File: src/rtl/fwd_hazard_unit.sv
// EX-stage bypass producer: EX/MEM and MEM/WB pipeline registers, operand
// forwarding select generation, load-use stall detection and a saturating
// stall-cycle counter.
module fwd_hazard_unit #(
  parameter int unsigned XLEN  = 32,
  parameter int unsigned RAW   = 5,
  parameter int unsigned CNT_W = 16
) (
  input  logic             clk,
  input  logic             rst_n,
  input  logic [RAW-1:0]   id_rs1,
  input  logic [RAW-1:0]   id_rs2,
  input  logic [RAW-1:0]   ex_rs1,
  input  logic [RAW-1:0]   ex_rs2,
  input  logic [RAW-1:0]   ex_rd,
  input  logic             ex_reg_write,
  input  logic             ex_mem_read,
  input  logic             ex_flush,
  input  logic [XLEN-1:0]  ex_alu_result,
  input  logic [XLEN-1:0]  mem_read_data,
  output logic [1:0]       ForwardA,
  output logic [1:0]       ForwardB,
  output logic [XLEN-1:0]  ALUResult_MEM,
  output logic [XLEN-1:0]  WriteData_WB,
  output logic [RAW-1:0]   wb_rd,
  output logic             wb_reg_write,
  output logic             stall,
  output logic [CNT_W-1:0] stall_count
);

  typedef enum logic [1:0] {
    FWD_RF  = 2'b00,
    FWD_MEM = 2'b01,
    FWD_WB  = 2'b10
  } fwd_sel_e;

  // EX/MEM register
  logic [RAW-1:0]   mem_rd_q, mem_rd_d;
  logic             mem_reg_write_q, mem_reg_write_d;
  logic             mem_mem_read_q, mem_mem_read_d;
  logic [XLEN-1:0]  mem_alu_q, mem_alu_d;

  // MEM/WB register
  logic [RAW-1:0]   wb_rd_q, wb_rd_d;
  logic             wb_reg_write_q, wb_reg_write_d;
  logic             wb_mem_read_q, wb_mem_read_d;
  logic [XLEN-1:0]  wb_alu_q, wb_alu_d;
  logic [XLEN-1:0]  wb_read_data_q, wb_read_data_d;

  logic [CNT_W-1:0] stall_count_q, stall_count_d;

  fwd_sel_e fwd_a, fwd_b;
  logic     stall_c;

  // Pipeline advance: a flushed EX instruction travels on as a bubble with
  // its write/load qualifiers cleared.
  always_comb begin
    mem_rd_d        = ex_rd;
    mem_reg_write_d = ex_reg_write & ~ex_flush;
    mem_mem_read_d  = ex_mem_read & ~ex_flush;
    mem_alu_d       = ex_alu_result;
    wb_rd_d         = mem_rd_q;
    wb_reg_write_d  = mem_reg_write_q;
    wb_mem_read_d   = mem_mem_read_q;
    wb_alu_d        = mem_alu_q;
    wb_read_data_d  = mem_read_data;
  end

  // Forwarding select: MEM beats WB; x0 and loads still in MEM never bypass.
  always_comb begin
    fwd_a = FWD_RF;
    fwd_b = FWD_RF;
    if (mem_reg_write_q && !mem_mem_read_q && (mem_rd_q != '0) && (mem_rd_q == ex_rs1))
      fwd_a = FWD_MEM;
    else if (wb_reg_write_q && (wb_rd_q != '0) && (wb_rd_q == ex_rs1))
      fwd_a = FWD_WB;
    if (mem_reg_write_q && !mem_mem_read_q && (mem_rd_q != '0) && (mem_rd_q == ex_rs2))
      fwd_b = FWD_MEM;
    else if (wb_reg_write_q && (wb_rd_q != '0) && (wb_rd_q == ex_rs2))
      fwd_b = FWD_WB;
  end

  // Load-use detection against the instruction in ID; a flush suppresses it.
  always_comb begin
    stall_c = ex_mem_read & ex_reg_write & ~ex_flush & (ex_rd != '0) &
              ((ex_rd == id_rs1) | (ex_rd == id_rs2));
  end

  // Stall-cycle counter, holds at all-ones.
  always_comb begin
    stall_count_d = stall_count_q;
    if (stall_c && (stall_count_q != '1))
      stall_count_d = stall_count_q + CNT_W'(1);
  end

  // State registers; reset discards anything in flight.
  always_ff @(posedge clk or negedge rst_n) begin
    if (!rst_n) begin
      mem_rd_q        <= '0;
      mem_reg_write_q <= 1'b0;
      mem_mem_read_q  <= 1'b0;
      mem_alu_q       <= '0;
      wb_rd_q         <= '0;
      wb_reg_write_q  <= 1'b0;
      wb_mem_read_q   <= 1'b0;
      wb_alu_q        <= '0;
      wb_read_data_q  <= '0;
      stall_count_q   <= '0;
    end else begin
      mem_rd_q        <= mem_rd_d;
      mem_reg_write_q <= mem_reg_write_d;
      mem_mem_read_q  <= mem_mem_read_d;
      mem_alu_q       <= mem_alu_d;
      wb_rd_q         <= wb_rd_d;
      wb_reg_write_q  <= wb_reg_write_d;
      wb_mem_read_q   <= wb_mem_read_d;
      wb_alu_q        <= wb_alu_d;
      wb_read_data_q  <= wb_read_data_d;
      stall_count_q   <= stall_count_d;
    end
  end

  // Output drive and writeback value selection.
  always_comb begin
    ForwardA      = fwd_a;
    ForwardB      = fwd_b;
    ALUResult_MEM = mem_alu_q;
    WriteData_WB  = wb_mem_read_q ? wb_read_data_q : wb_alu_q;
    wb_rd         = wb_rd_q;
    wb_reg_write  = wb_reg_write_q;
    stall         = stall_c;
    stall_count   = stall_count_q;
  end

endmodule
File: config.mk
export PLATFORM = sky130hd
export DESIGN_NAME = fwd_hazard_unit
export DESIGN_NICKNAME = d
export VERILOG_FILES = /design/src/rtl/fwd_hazard_unit.sv
export SDC_FILE = /design/constraint.sdc
export NUM_CORES = 1
export LEC_CHECK = 0
export CORE_AREA = 2 2 76 150
export CTS_CLUSTER_SIZE = 8
export DETAILED_ROUTE_END_ITERATION = 16
export DIE_AREA = 0 0 78 152
export PLACE_DENSITY = 0.86
export SYNTH_ARGS = -nofsm -noshare
export SYNTH_HDL_FRONTEND = slang
export SYNTH_SLANG_ARGS = --single-unit
File: constraint.sdc
create_clock -name clk -period 2.3 [get_ports clk]
set_clock_uncertainty 0.1 [all_clocks]
set_input_delay 0.345 -clock clk [delete_from_list [all_inputs] [get_ports clk]]
set_output_delay 0.345 -clock clk [all_outputs]
set_load 0.005 [all_outputs]
==> flow_metrics.tcl, run 1 <==
set metrics [dict create \
    start_kind "register" \
    avgSynthCellArea_um2 16.0 \
    dr.pass1.iters 4 \
    hold_class "in2reg" \
    p_leak_uw 0.00332 \
    ant_nets 0 \
    finalPower_uw 5750 \
    cts_tree "done" \
    synth_top_cell_by_area "dfrtp_1" \
    fp.dieH_um 152 \
    areaGrowthSynthToFinish_pct 71.6 \
    drv_slew 0 \
    worst_slew_pin_slew_ns 0.556 \
    ioPinCount 185 \
    grt_pass1_vias 3539 \
    drt-wirelength-per-cell_um 18.4 \
    p_sw_share_pct 21.1 \
    cts_root_buf "clkbuf_16" \
    core.rowCount 54 \
    grt_overflow 0 \
    rsz0062_at_grt "yes" \
    remaining_drc_errors 0 \
    vias_per_cell 4.75 \
    initial_utilization_pct 40.3 \
    port_buffers 184 \
    antenna_cells 0 \
    nets 609 \
    cp_data_arrival_time_ns 2.03 \
    dieArea_um2 11900 \
    coreArea_um2 10800 \
    critical_path_class "reg2out" \
    fmaxAchievable_mhz 404 \
    p_switching_uw 1210 \
    synth_top_cell_area_share_pct 72.3 \
    power.share.clock_pct 47.1 \
    finalCritPeriodShare_pct 108 \
    vias 3164 \
    postSynthCellCount 273 \
    path_clk_slew_ns 0.05 \
    holdPathStages 2 \
    syn_area_um2 4360 \
    pwr-share-comb_pct 11.3 \
    setup_ws_ns -0.176 \
    place_hpwl_um 8710 \
    finalSetupViolations 3 \
    place_area_um2 6620 \
    fillers 718 \
    antenna_found_initial 0 \
    die_width_um 78 \
    powerDensity_nw_per_um2 769 \
    fin_cells 666 \
    drive_gt1_share_pct 24.0 \
    synth_seq_cells 126 \
    dp.cells 624 \
    syn_nets 368 \
    cap_viol_max_count 0 \
    grt_max_degree 46 \
    grt_pass1_wl_um 18200 \
    clock_path_buffers 2 \
    cts_buffers 17 \
    cts.sinks 126 \
    seq_area_frac_synth_pct 72.3 \
    hold_violations 0 \
    final_area_um2 7480 \
    internal_power_uw 4540 \
    synth_warnings 0 \
    end_kind "primary output" \
    ff2ff_path_depth 6 \
    layout_min_cycle_time_ns 2.48 \
    pwr-share-seq_pct 41.6 \
    cts_max_level 4 \
    netlist_top_cells_area "dfrtp_1, mux2_2, xnor2_1" \
    clk_latency_ns 0.41 \
    maxSlewHeadroom_pct 62.9 \
    gp_congestion 0.840 \
    routed_wl_um 12300 \
    utilization_pct 69.2 \
    drtIter0Drc 115 \
    irDropWorstVdd_uv 539 \
    worstPathRequired_ns 1.86 \
    synth.distinct_cells 30 \
    path_max_fanout 2 \
    outcome "finished with violations" \
    track_usage_pct 20.8 \
    failed_checks "setup timing" \
]
## layout make-up
type / instances / area [um2] / share of cell area (%)
sequential: 126 / 3150 / 42.2
timing repair buffer: 227 / 2300 / 30.7
clock buffer: 22 / 474 / 6.34
multi-input combinational: 142 / 1240 / 16.6
clock inverter: 9 / 135 / 1.81
tap: 140 / 175 / 2.34
## power by group through the flow
| stage | registers, uW | logic, uW | clock network, uW |
|---|---|---|---|
| global placement | 2420 | 608 | 0 |
| CTS | 2390 | 641 | 2770 |
| global route | 2400 | 699 | 2870 |
| floorplan | 2420 | 142 | 0 |
| detailed placement | 2430 | 619 | 0 |
| finish | 2390 | 651 | 2710 |
## layer usage
layer	vias to the layer above	wire length [um]	track usage, %
met1	1580	3820	19.4
met2	138	7460	39.7
li1	1418	-	-
met5	-	0	0
met4	0	331	10.2
met3	28	648	5.58
## registers in the layout, summed over array words and instances (netlist names)
register         cells
stall_count         16
mem_rd_q             5
wb_alu_q            32
wb_reg_write         1
wb_read_data_q      32
ALUResult_MEM       32
mem_reg_write_q      1
wb_mem_read_q        1
mem_mem_read_q       1
wb_rd                5
## worst max-delay path: stages (launching register included)
cell	delay, ns
dfrtp_1	0.38
or4_4	0.55
o21ai_4	0.15
buf_6	0.12
nor4_4	0.03
nor4_2	0.25
buf_2	0.14
## per-stage QoR
| step | worst slack [ns] | hold WS, ns | TNS, ns |
|---|---|---|---|
| final | -0.176 | 0.122 | -0.309 |
| after CTS | -0.164 | 0.209 | -0.428 |
| after global routing | -0.293 | 0.118 | -0.606 |
| after floorplan | 0.329 | -0.0506 | 0 |
| after global placement | -0.339 | 0.242 | -1.82 |
| after detailed placement | -0.359 | 0.258 | -2.40 |
## logic make-up (layout without fill, tap and decap cells)
logic type / Yosys count / after routing / synth area share (%)
AOI/OAI and AO/OA: 6 / 6 / 1.49
xor gates and xnor gates: 42 / 42 / 8.44
adders and majority gates: 1 / 1 / 0.287
buffers and inverters: 5 / 258 / 0.459
DFF: 126 / 126 / 72.3
muxes: 36 / 36 / 9.30
and+or+nand+nor: 57 / 57 / 7.72
## synthesized netlist by cell type
| master | count |
|---|---|
| nor4_1 | 4 |
| mux2_2 | 36 |
| or4_4 | 1 |
| nand4b_1 | 1 |
| xnor2_1 | 27 |
| dfrtp_1 | 126 |
| buf_2 | 1 |
| or4_1 | 4 |
| nor3_1 | 3 |
| or2_2 | 1 |
| a21oi_4 | 1 |
| and3_1 | 2 |
| nand3b_1 | 3 |
| nor2_1 | 2 |
| and2b_2 | 1 |
| o211ai_4 | 1 |
| buf_1 | 3 |
| clkbuf_1 | 1 |
| nand4_1 | 4 |
| ha_1 | 1 |
| o21ai_0 | 3 |
| nand3_1 | 13 |
| xor2_1 | 15 |
| nor3b_1 | 1 |
| nor2b_1 | 4 |
| o22ai_2 | 1 |
| and4_1 | 1 |
| nand2_1 | 9 |
| nand2_2 | 1 |
| nor4b_1 | 2 |
## path summary, 6_finish.rpt
path,end,slack (ns),start
setup / recovery,ForwardA[1],-0.18,mem_rd_q[4]$_DFF_PN0_
setup reg to reg,stall_count[12]$_DFFE_PN0P_,0.28,stall_count[0]$_DFFE_PN0P_
hold / removal,mem_rd_q[3]$_DFF_PN0_,0.12,ex_rd[3]
min in group asynchronous,ALUResult_MEM[21]$_DFF_PN0_,0.36,rst_n
max in group asynchronous,wb_mem_read_q$_DFF_PN0_,1.08,rst_n
hold reg to reg,wb_alu_q[4]$_DFF_PN0_,0.27,ALUResult_MEM[4]$_DFF_PN0_
## what timing repair did
action | CTS | global route
hold endpoints to repair | 39 | 0
gates resized for setup | 29 | 31
cloned | 0 | 2
hold buffers | 1 | 0
setup buffers | 5 | 3
pin swaps | 6 | 8
endpoints found under the setup margin | 25 | 31
## placed cells by master (no fill, tap or decap), types with 4 or more instances in the layout
cell type	n
clkbuf_16	19
buf_2	4
buf_12	5
dfrtp_1	125
xnor2_1	27
nand3_1	13
nor2b_1	4
nand2_1	9
mux2_2	36
clkdlybuf4s50_1	155
buf_4	34
xor2_1	15
dlymetal6s2s_1	21
nand4_1	4
No activity file was read; power rests on OpenSTA's default activity.
==> run 2: changes to the inputs <==
--- a/config.mk
+++ b/config.mk
@@ -5,11 +5,13 @@
 export SDC_FILE = /design/constraint.sdc
 export NUM_CORES = 1
 export LEC_CHECK = 0
+export CAP_MARGIN = 30
 export CORE_AREA = 2 2 76 150
 export CTS_CLUSTER_SIZE = 8
 export DETAILED_ROUTE_END_ITERATION = 16
 export DIE_AREA = 0 0 78 152
 export PLACE_DENSITY = 0.86
+export SLEW_MARGIN = 0
 export SYNTH_ARGS = -nofsm -noshare
 export SYNTH_HDL_FRONTEND = slang
 export SYNTH_SLANG_ARGS = --single-unit
==> results of run 2 <==
Final layout, timing and power as in run 1 (identical DEF).
